File: config.mk
export PLATFORM = sky130hd
export DESIGN_NAME = sdspi_saver
export DESIGN_NICKNAME = d
export VERILOG_FILES = /design/src/rtl/sdspi_saver.sv
export SDC_FILE = /design/constraint.sdc
export NUM_CORES = 1
export LEC_CHECK = 0
export ABC_CLOCK_PERIOD_IN_PS = 4050
export CAP_MARGIN = 20
export CORE_ASPECT_RATIO = 0.9
export CORE_MARGIN = 3
export CORE_UTILIZATION = 38
export CTS_BUF_LIST = sky130_fd_sc_hd__clkbuf_4 sky130_fd_sc_hd__clkbuf_8
export DETAILED_ROUTE_END_ITERATION = 8
export GPL_ROUTABILITY_DRIVEN = 0
export GPL_TIMING_DRIVEN = 0
export PLACE_DENSITY = 0.6
export SLEW_MARGIN = 20
export SYNTH_ARGS = -nofsm -noshare
export SYNTH_HDL_FRONTEND = slang
export SYNTH_SLANG_ARGS = --single-unit
export TNS_END_PERCENT = 50
File: constraint.sdc
create_clock -name clk27mhz -period 4.05 [get_ports clk27mhz]
set_input_delay 0.81 -clock clk27mhz [delete_from_list [all_inputs] [get_ports clk27mhz]]
set_output_delay 0.81 -clock clk27mhz [all_outputs]
set_load 0.01 [all_outputs]
File: src/rtl/sdspi_saver.sv
// Copies a contiguous main-memory region onto consecutive microSD sectors.
// It fetches 32-bit words, writes them one byte at a time over APB, then triggers a sector write.
module sdspi_saver #(
    parameter logic [15:0] BLOCKADDR    = 16'h0200,
    parameter int unsigned BLOCKSIZE    = 512,
    parameter logic [15:0] WRTRIG_ADDR  = 16'h0008,
    parameter logic [31:0] SAVE_SIZE    = 32'h0010_0000,
    parameter logic [31:0] MEM_BASE     = 32'h0,
    parameter logic [31:0] START_SECTOR = 32'd0
) (
    input  logic        clk27mhz,
    input  logic        resetn,
    input  logic        start,
    input  logic [31:0] sdspi_status,
    input  logic        sdsbusy,
    output logic        psel,
    output logic        penable,
    output logic        pwrite,
    output logic [15:0] paddr,
    output logic [31:0] pwdata,
    input  logic [31:0] prdata,
    input  logic        pready,
    input  logic        pslverr,
    input  logic [7:0]  w_ctrl_state,
    output logic        RE,
    output logic [31:0] ADDR,
    input  logic [31:0] RDATA,
    input  logic        RVALID,
    output logic [7:0]  w_saver_state,
    output logic        BUSY,
    output logic        DONE,
    output logic        ERR
);

    localparam logic [31:0] BLOCK_BYTES = BLOCKSIZE;

    typedef enum logic [7:0] {
        S_IDLE  = 8'd0,
        S_FETCH = 8'd10,
        S_FWAIT = 8'd11,
        S_BSET  = 8'd20,
        S_BACC  = 8'd21,
        S_TSET  = 8'd30,
        S_TACC  = 8'd31,
        S_WRISE = 8'd32,
        S_WFALL = 8'd33
    } state_e;

    state_e      state_q, state_d;
    logic [31:0] sector_q, sector_d;
    logic [31:0] boff_q, boff_d;
    logic [31:0] total_q, total_d;
    logic [31:0] word_q, word_d;
    logic [1:0]  k_q, k_d;
    logic        psel_q, psel_d;
    logic        penable_q, penable_d;
    logic        pwrite_q, pwrite_d;
    logic [15:0] paddr_q, paddr_d;
    logic [31:0] pwdata_q, pwdata_d;
    logic        re_q, re_d;
    logic [31:0] addr_q, addr_d;
    logic        busy_q, busy_d;
    logic        done_q, done_d;
    logic        err_q, err_d;

    logic        sd_idle;
    logic [7:0]  cur_byte;
    logic        unused_inputs;

    assign sd_idle       = !sdsbusy && (sdspi_status[15:0] == 16'h0000);
    assign cur_byte      = word_q[{k_q, 3'b000} +: 8];
    assign unused_inputs = ^{prdata, sdspi_status[31:16]};

    // NOTE: every _d gets its current value first, so no path through the case can infer a latch.
    always_comb begin
        state_d   = state_q;
        sector_d  = sector_q;
        boff_d    = boff_q;
        total_d   = total_q;
        word_d    = word_q;
        k_d       = k_q;
        psel_d    = psel_q;
        penable_d = penable_q;
        pwrite_d  = pwrite_q;
        paddr_d   = paddr_q;
        pwdata_d  = pwdata_q;
        re_d      = re_q;
        addr_d    = addr_q;
        busy_d    = busy_q;
        done_d    = done_q;
        err_d     = err_q;

        case (state_q)
            S_IDLE: begin
                if (start && !done_q && !err_q && sd_idle) begin
                    busy_d   = 1'b1;
                    sector_d = START_SECTOR;
                    boff_d   = 32'd0;
                    total_d  = 32'd0;
                    state_d  = S_FETCH;
                end
            end
            S_FETCH: begin
                if (w_ctrl_state == 8'd0) begin
                    re_d    = 1'b1;
                    addr_d  = MEM_BASE + total_q;
                    state_d = S_FWAIT;
                end
            end
            S_FWAIT: begin
                if (w_ctrl_state != 8'd0) re_d = 1'b0;
                if (RVALID) begin
                    re_d    = 1'b0;
                    word_d  = RDATA;
                    k_d     = 2'd0;
                    state_d = S_BSET;
                end
            end
            S_BSET: begin
                psel_d    = 1'b1;
                penable_d = 1'b0;
                pwrite_d  = 1'b1;
                paddr_d   = BLOCKADDR + boff_q[15:0];
                pwdata_d  = {24'h0, cur_byte};
                state_d   = S_BACC;
            end
            S_BACC: begin
                if (!penable_q) begin
                    penable_d = 1'b1;
                end else if (pready) begin
                    psel_d    = 1'b0;
                    penable_d = 1'b0;
                    pwrite_d  = 1'b0;
                    if (pslverr) begin
                        err_d   = 1'b1;
                        busy_d  = 1'b0;
                        state_d = S_IDLE;
                    end else begin
                        boff_d  = boff_q + 32'd1;
                        total_d = total_q + 32'd1;
                        k_d     = k_q + 2'd1;
                        // Sector ends on a full buffer or on the last saved byte.
                        if (k_q != 2'd3)
                            state_d = S_BSET;
                        else if (((boff_q + 32'd1) == BLOCK_BYTES) || ((total_q + 32'd1) == SAVE_SIZE))
                            state_d = S_TSET;
                        else
                            state_d = S_FETCH;
                    end
                end
            end
            S_TSET: begin
                if (sd_idle) begin
                    psel_d    = 1'b1;
                    penable_d = 1'b0;
                    pwrite_d  = 1'b1;
                    paddr_d   = WRTRIG_ADDR;
                    pwdata_d  = sector_q;
                    state_d   = S_TACC;
                end
            end
            S_TACC: begin
                if (!penable_q) begin
                    penable_d = 1'b1;
                end else if (pready) begin
                    psel_d    = 1'b0;
                    penable_d = 1'b0;
                    pwrite_d  = 1'b0;
                    if (pslverr) begin
                        err_d   = 1'b1;
                        busy_d  = 1'b0;
                        state_d = S_IDLE;
                    end else begin
                        state_d = S_WRISE;
                    end
                end
            end
            S_WRISE: begin
                if (sdsbusy) state_d = S_WFALL;
            end
            S_WFALL: begin
                if (sd_idle) begin
                    sector_d = sector_q + 32'd1;
                    boff_d   = 32'd0;
                    if (total_q == SAVE_SIZE) begin
                        done_d  = 1'b1;
                        busy_d  = 1'b0;
                        state_d = S_IDLE;
                    end else begin
                        state_d = S_FETCH;
                    end
                end
            end
            default: state_d = S_IDLE;
        endcase
    end

    // NOTE: sequential state uses non-blocking assignments so every register samples pre-edge values.
    always_ff @(posedge clk27mhz) begin
        if (!resetn) begin
            state_q   <= S_IDLE;
            sector_q  <= START_SECTOR;
            boff_q    <= 32'd0;
            total_q   <= 32'd0;
            word_q    <= 32'd0;
            k_q       <= 2'd0;
            psel_q    <= 1'b0;
            penable_q <= 1'b0;
            pwrite_q  <= 1'b0;
            paddr_q   <= 16'd0;
            pwdata_q  <= 32'd0;
            re_q      <= 1'b0;
            addr_q    <= 32'd0;
            busy_q    <= 1'b0;
            done_q    <= 1'b0;
            err_q     <= 1'b0;
        end else begin
            state_q   <= state_d;
            sector_q  <= sector_d;
            boff_q    <= boff_d;
            total_q   <= total_d;
            word_q    <= word_d;
            k_q       <= k_d;
            psel_q    <= psel_d;
            penable_q <= penable_d;
            pwrite_q  <= pwrite_d;
            paddr_q   <= paddr_d;
            pwdata_q  <= pwdata_d;
            re_q      <= re_d;
            addr_q    <= addr_d;
            busy_q    <= busy_d;
            done_q    <= done_d;
            err_q     <= err_d;
        end
    end

    assign psel          = psel_q;
    assign penable       = penable_q;
    assign pwrite        = pwrite_q;
    assign paddr         = paddr_q;
    assign pwdata        = pwdata_q;
    assign RE            = re_q;
    assign ADDR          = addr_q;
    assign BUSY          = busy_q;
    assign DONE          = done_q;
    assign ERR           = err_q;
    assign w_saver_state = state_q;

endmodule

==> results.py <==
metrics = {
    "global_routing": {
        "use_met2_pct": 31.3,
        "grt_pass1_vias": 9779,
        "met1_usage_pct": 30.0,
        "overflow": 0,
        "grt_pass1_wl_microns": 52200,
        "antenna_found_initial": 0,
        "grt_max_degree": 11,
        "track_usage_pct": 20.5,
        "met3_usage_pct": 3.63,
        "grt-busiest-layer": "met2",
    },
    "timing": {
        "tightest_slew_ns": 0.783,
        "max_slew_margin_pct": 47.8,
        "setup_tns_ns": 0,
        "fmaxAchievable_ghz": 0.305,
        "clock-skew-final_ns": 0.0289,
        "slew_violations": 0,
        "rsz0062_at_grt": "no",
        "setup-violations-final": 0,
        "period_share_pct": 80.8,
        "finalHoldViolCount": 0,
        "min_period_ns": 3.27,
    },
    "final_layout": {
        "area_growth_pct": 24.9,
        "layout_commonest_cell": "nand2_1",
        "fin_area_sq_um": 13800,
        "final-seq-area_sq_um": 4400,
        "final_cell_mix": "253 x nand2_1, 220 x dfxtp_1, 155 x clkdlybuf4s50_1, 111 x a21boi_0, 101 x nor2_1",
        "diodes": 0,
        "finalCoreUtilization_pct": 48.8,
        "multiInputGateArea_sq_um": 6120,
        "fillCellCount": 2832,
        "drive_gt1_share_pct": 8.22,
        "num-nets-final": 1688,
    },
    "worst_hold_path": {
        "hp-class": "register to register",
    },
    "flow_run": {
        "maxCapViolations": 0,
    },
    "clock_network": {
        "clk_path_buf_depth": 3,
        "htreeDepth": 2,
        "root_buffer": "clkbuf_8",
        "post_cts_buffers": 0,
        "cts_buffers": 40,
        "hold_buffers": 0,
        "cts_tree": "built",
        "cts.clk_slew.worst_paths_ns": 0.06,
        "insertion_delay_ns": 0.55,
        "cts_resized": 0,
        "cts_sinks": 220,
    },
    "logic_synthesis": {
        "yosysWarnings": 0,
        "syn_avg_cell_area_sq_um": 8.05,
        "synth_edf_count": 0,
        "synth_async_sr_flop_share_pct": 0,
        "ys.flop_type": "dfxtp_1",
        "synth_cell_types": 74,
        "syn_area_sq_um": 11100,
        "synth_cells": 1373,
        "yosys_register_bits": 220,
        "synth_seq_area_share_pct": 39.8,
    },
    "detailed_routing": {
        "ant_nets": 0,
        "vias": 10347,
        "wl_microns": 32500,
        "remaining_drc_errors": 0,
        "viasPerCell": 5.30,
        "drtIter0Drc": 610,
        "wl_per_cell_microns": 16.6,
        "dr.pass1.iters": 6,
    },
    "status": {
        "outcome": "completed",
    },
    "die": {
        "start_util_pct": 39.1,
        "io_pins": 206,
        "die_h_microns": 168,
        "core-area_sq_um": 28300,
        "die_x_microns": 186,
        "dieArea_sq_um": 31200,
        "num_rows": 58,
    },
    "power": {
        "p_per_area_nw_per_um2": 314,
        "leakage_nw": 4.73,
        "ir_drop_v": 0.000145,
    },
    "setup_path": {
        "worst_setup_path_end_kind": "register",
        "crit_arrival_ns": 3.75,
        "crit_type": "input port to register",
        "critical_path_required_ns": 4.53,
        "cp_max_fo": 5,
        "critical_path.startpoint_type": "input port",
    },
    "place": {
        "place_area_sq_um": 13100,
        "port_buffers": 155,
        "dp.final_hpwl_microns": 23900,
    },
}
## metal layers
| metal | vias up | routed length (microns) |
|---|---|---|
| met5 | - | 0 |
| met4 | 0 | 668 |
| met3 | 53 | 1900 |
| met2 | 266 | 14000 |
| met1 | 4862 | 15900 |
| li1 | 5166 | - |
## worst max-delay path: stages
cell,delay (ns)
clkdlybuf4s50_1,0.39
or4_1,0.62
o311ai_1,0.33
nand3_1,0.21
a21oi_2,0.28
o2111ai_1,0.31
o41ai_1,0.63
a31o_1,0.16
## Yosys cell counts, types with 3 or more instances
| master | instances | area share [%] |
|---|---|---|
| nor2_1 | 101 | 3.4 |
| a31oi_1 | 11 | 0.62 |
| nor3b_1 | 3 | 0.20 |
| a211oi_1 | 4 | 0.27 |
| o31ai_1 | 5 | 0.34 |
| nand3_1 | 66 | 3.0 |
| nand3b_1 | 4 | 0.27 |
| nand4_1 | 38 | 2.2 |
| inv_1 | 11 | 0.37 |
| xnor2_1 | 39 | 3.1 |
| buf_4 | 5 | 0.34 |
| mux4_2 | 8 | 1.6 |
| buf_1 | 3 | 0.10 |
| a21boi_0 | 111 | 7.5 |
| nor2b_1 | 32 | 1.8 |
| a22oi_1 | 15 | 1.0 |
| mux2i_1 | 11 | 1.0 |
| or3_1 | 20 | 1.1 |
| clkbuf_1 | 75 | 2.5 |
| and3_1 | 22 | 1.2 |
| o21a_1 | 9 | 0.61 |
| nor4_1 | 13 | 0.74 |
| dfxtp_1 | 220 | 40 |
| nor3_1 | 36 | 1.6 |
| or2_2 | 6 | 0.34 |
| a21oi_1 | 40 | 1.8 |
| buf_2 | 28 | 1.3 |
| xor2_1 | 35 | 2.8 |
| nand2_1 | 253 | 8.6 |
| or4_1 | 4 | 0.27 |
| and2_1 | 21 | 1.2 |
| ha_1 | 6 | 0.68 |
| o21ai_0 | 48 | 2.2 |
| and4_1 | 11 | 0.87 |
| o211a_1 | 9 | 0.81 |
## stage by stage
step	instances	power [mW]	worst slack [ns]	hold WS, ns
floorplan	1374	2.26	1.30	0.440
global placement	1889	2.35	0.295	0.450
detailed placement	1889	2.35	0.276	0.455
CTS	1953	4.39	0.794	0.462
global route	1953	4.49	0.590	0.474
finish	1953	4.33	0.776	0.461
## cell type report
cell class / count / area share [%]
inverters: 11 / 0.299
well taps: 360 / 3.26
plain buffers: 114 / 3.56
clock buffers: 61 / 5.26
repair buffers: 155 / 11.2
clock inverters: 3 / 0.145
multi-input cells: 1029 / 44.3
flip-flops and latches: 220 / 31.9
## logic make-up after synthesis
logic type | Yosys count | share of synthesized area [%]
AO/OA/AOI/OAI | 274 | 16.9
multiplexers | 20 | 2.73
other | 1 | 0.0339
XOR/XNOR | 74 | 5.86
AND/OR/NAND/NOR | 653 | 29.1
adder cells (fa/ha/maj) | 6 | 0.679
flip-flops | 220 | 39.8
buffers and inverters | 125 | 4.82
## where the power goes
group / internal, mW / switching (mW) / total [mW]
Clock: 1.13 / 0.903 / 2.03
Sequential: 2.17 / 0.0000170 / 2.17
Combinational: 0.0769 / 0.0593 / 0.136
## state kept, by name, indices dropped and copies added, names as in the netlist
| signal | cells |
|---|---|
| sector_q | 32 |
| word_q | 32 |
| BUSY | 1 |
| k_q | 2 |
| w_saver_state | 4 |
| ERR | 1 |
| pwdata | 32 |
| total_q | 32 |
| pwrite | 1 |
| penable | 1 |
| DONE | 1 |
| paddr | 16 |
| RE | 1 |
| ADDR | 32 |
| boff_q | 32 |
## worst paths after layout
path,to,cells after the start,from,slack [ns]
worst max-delay path,w_saver_state[4],8,w_ctrl_state[5],0.78
worst max register to register,w_saver_state[4],9,total_q[15],1.03
worst min register to register,pwdata[20],2,pwdata[20],0.46
worst min-delay path,pwdata[20],2,pwdata[20],0.46
Note: power is estimated with default switching activity, not from simulation.
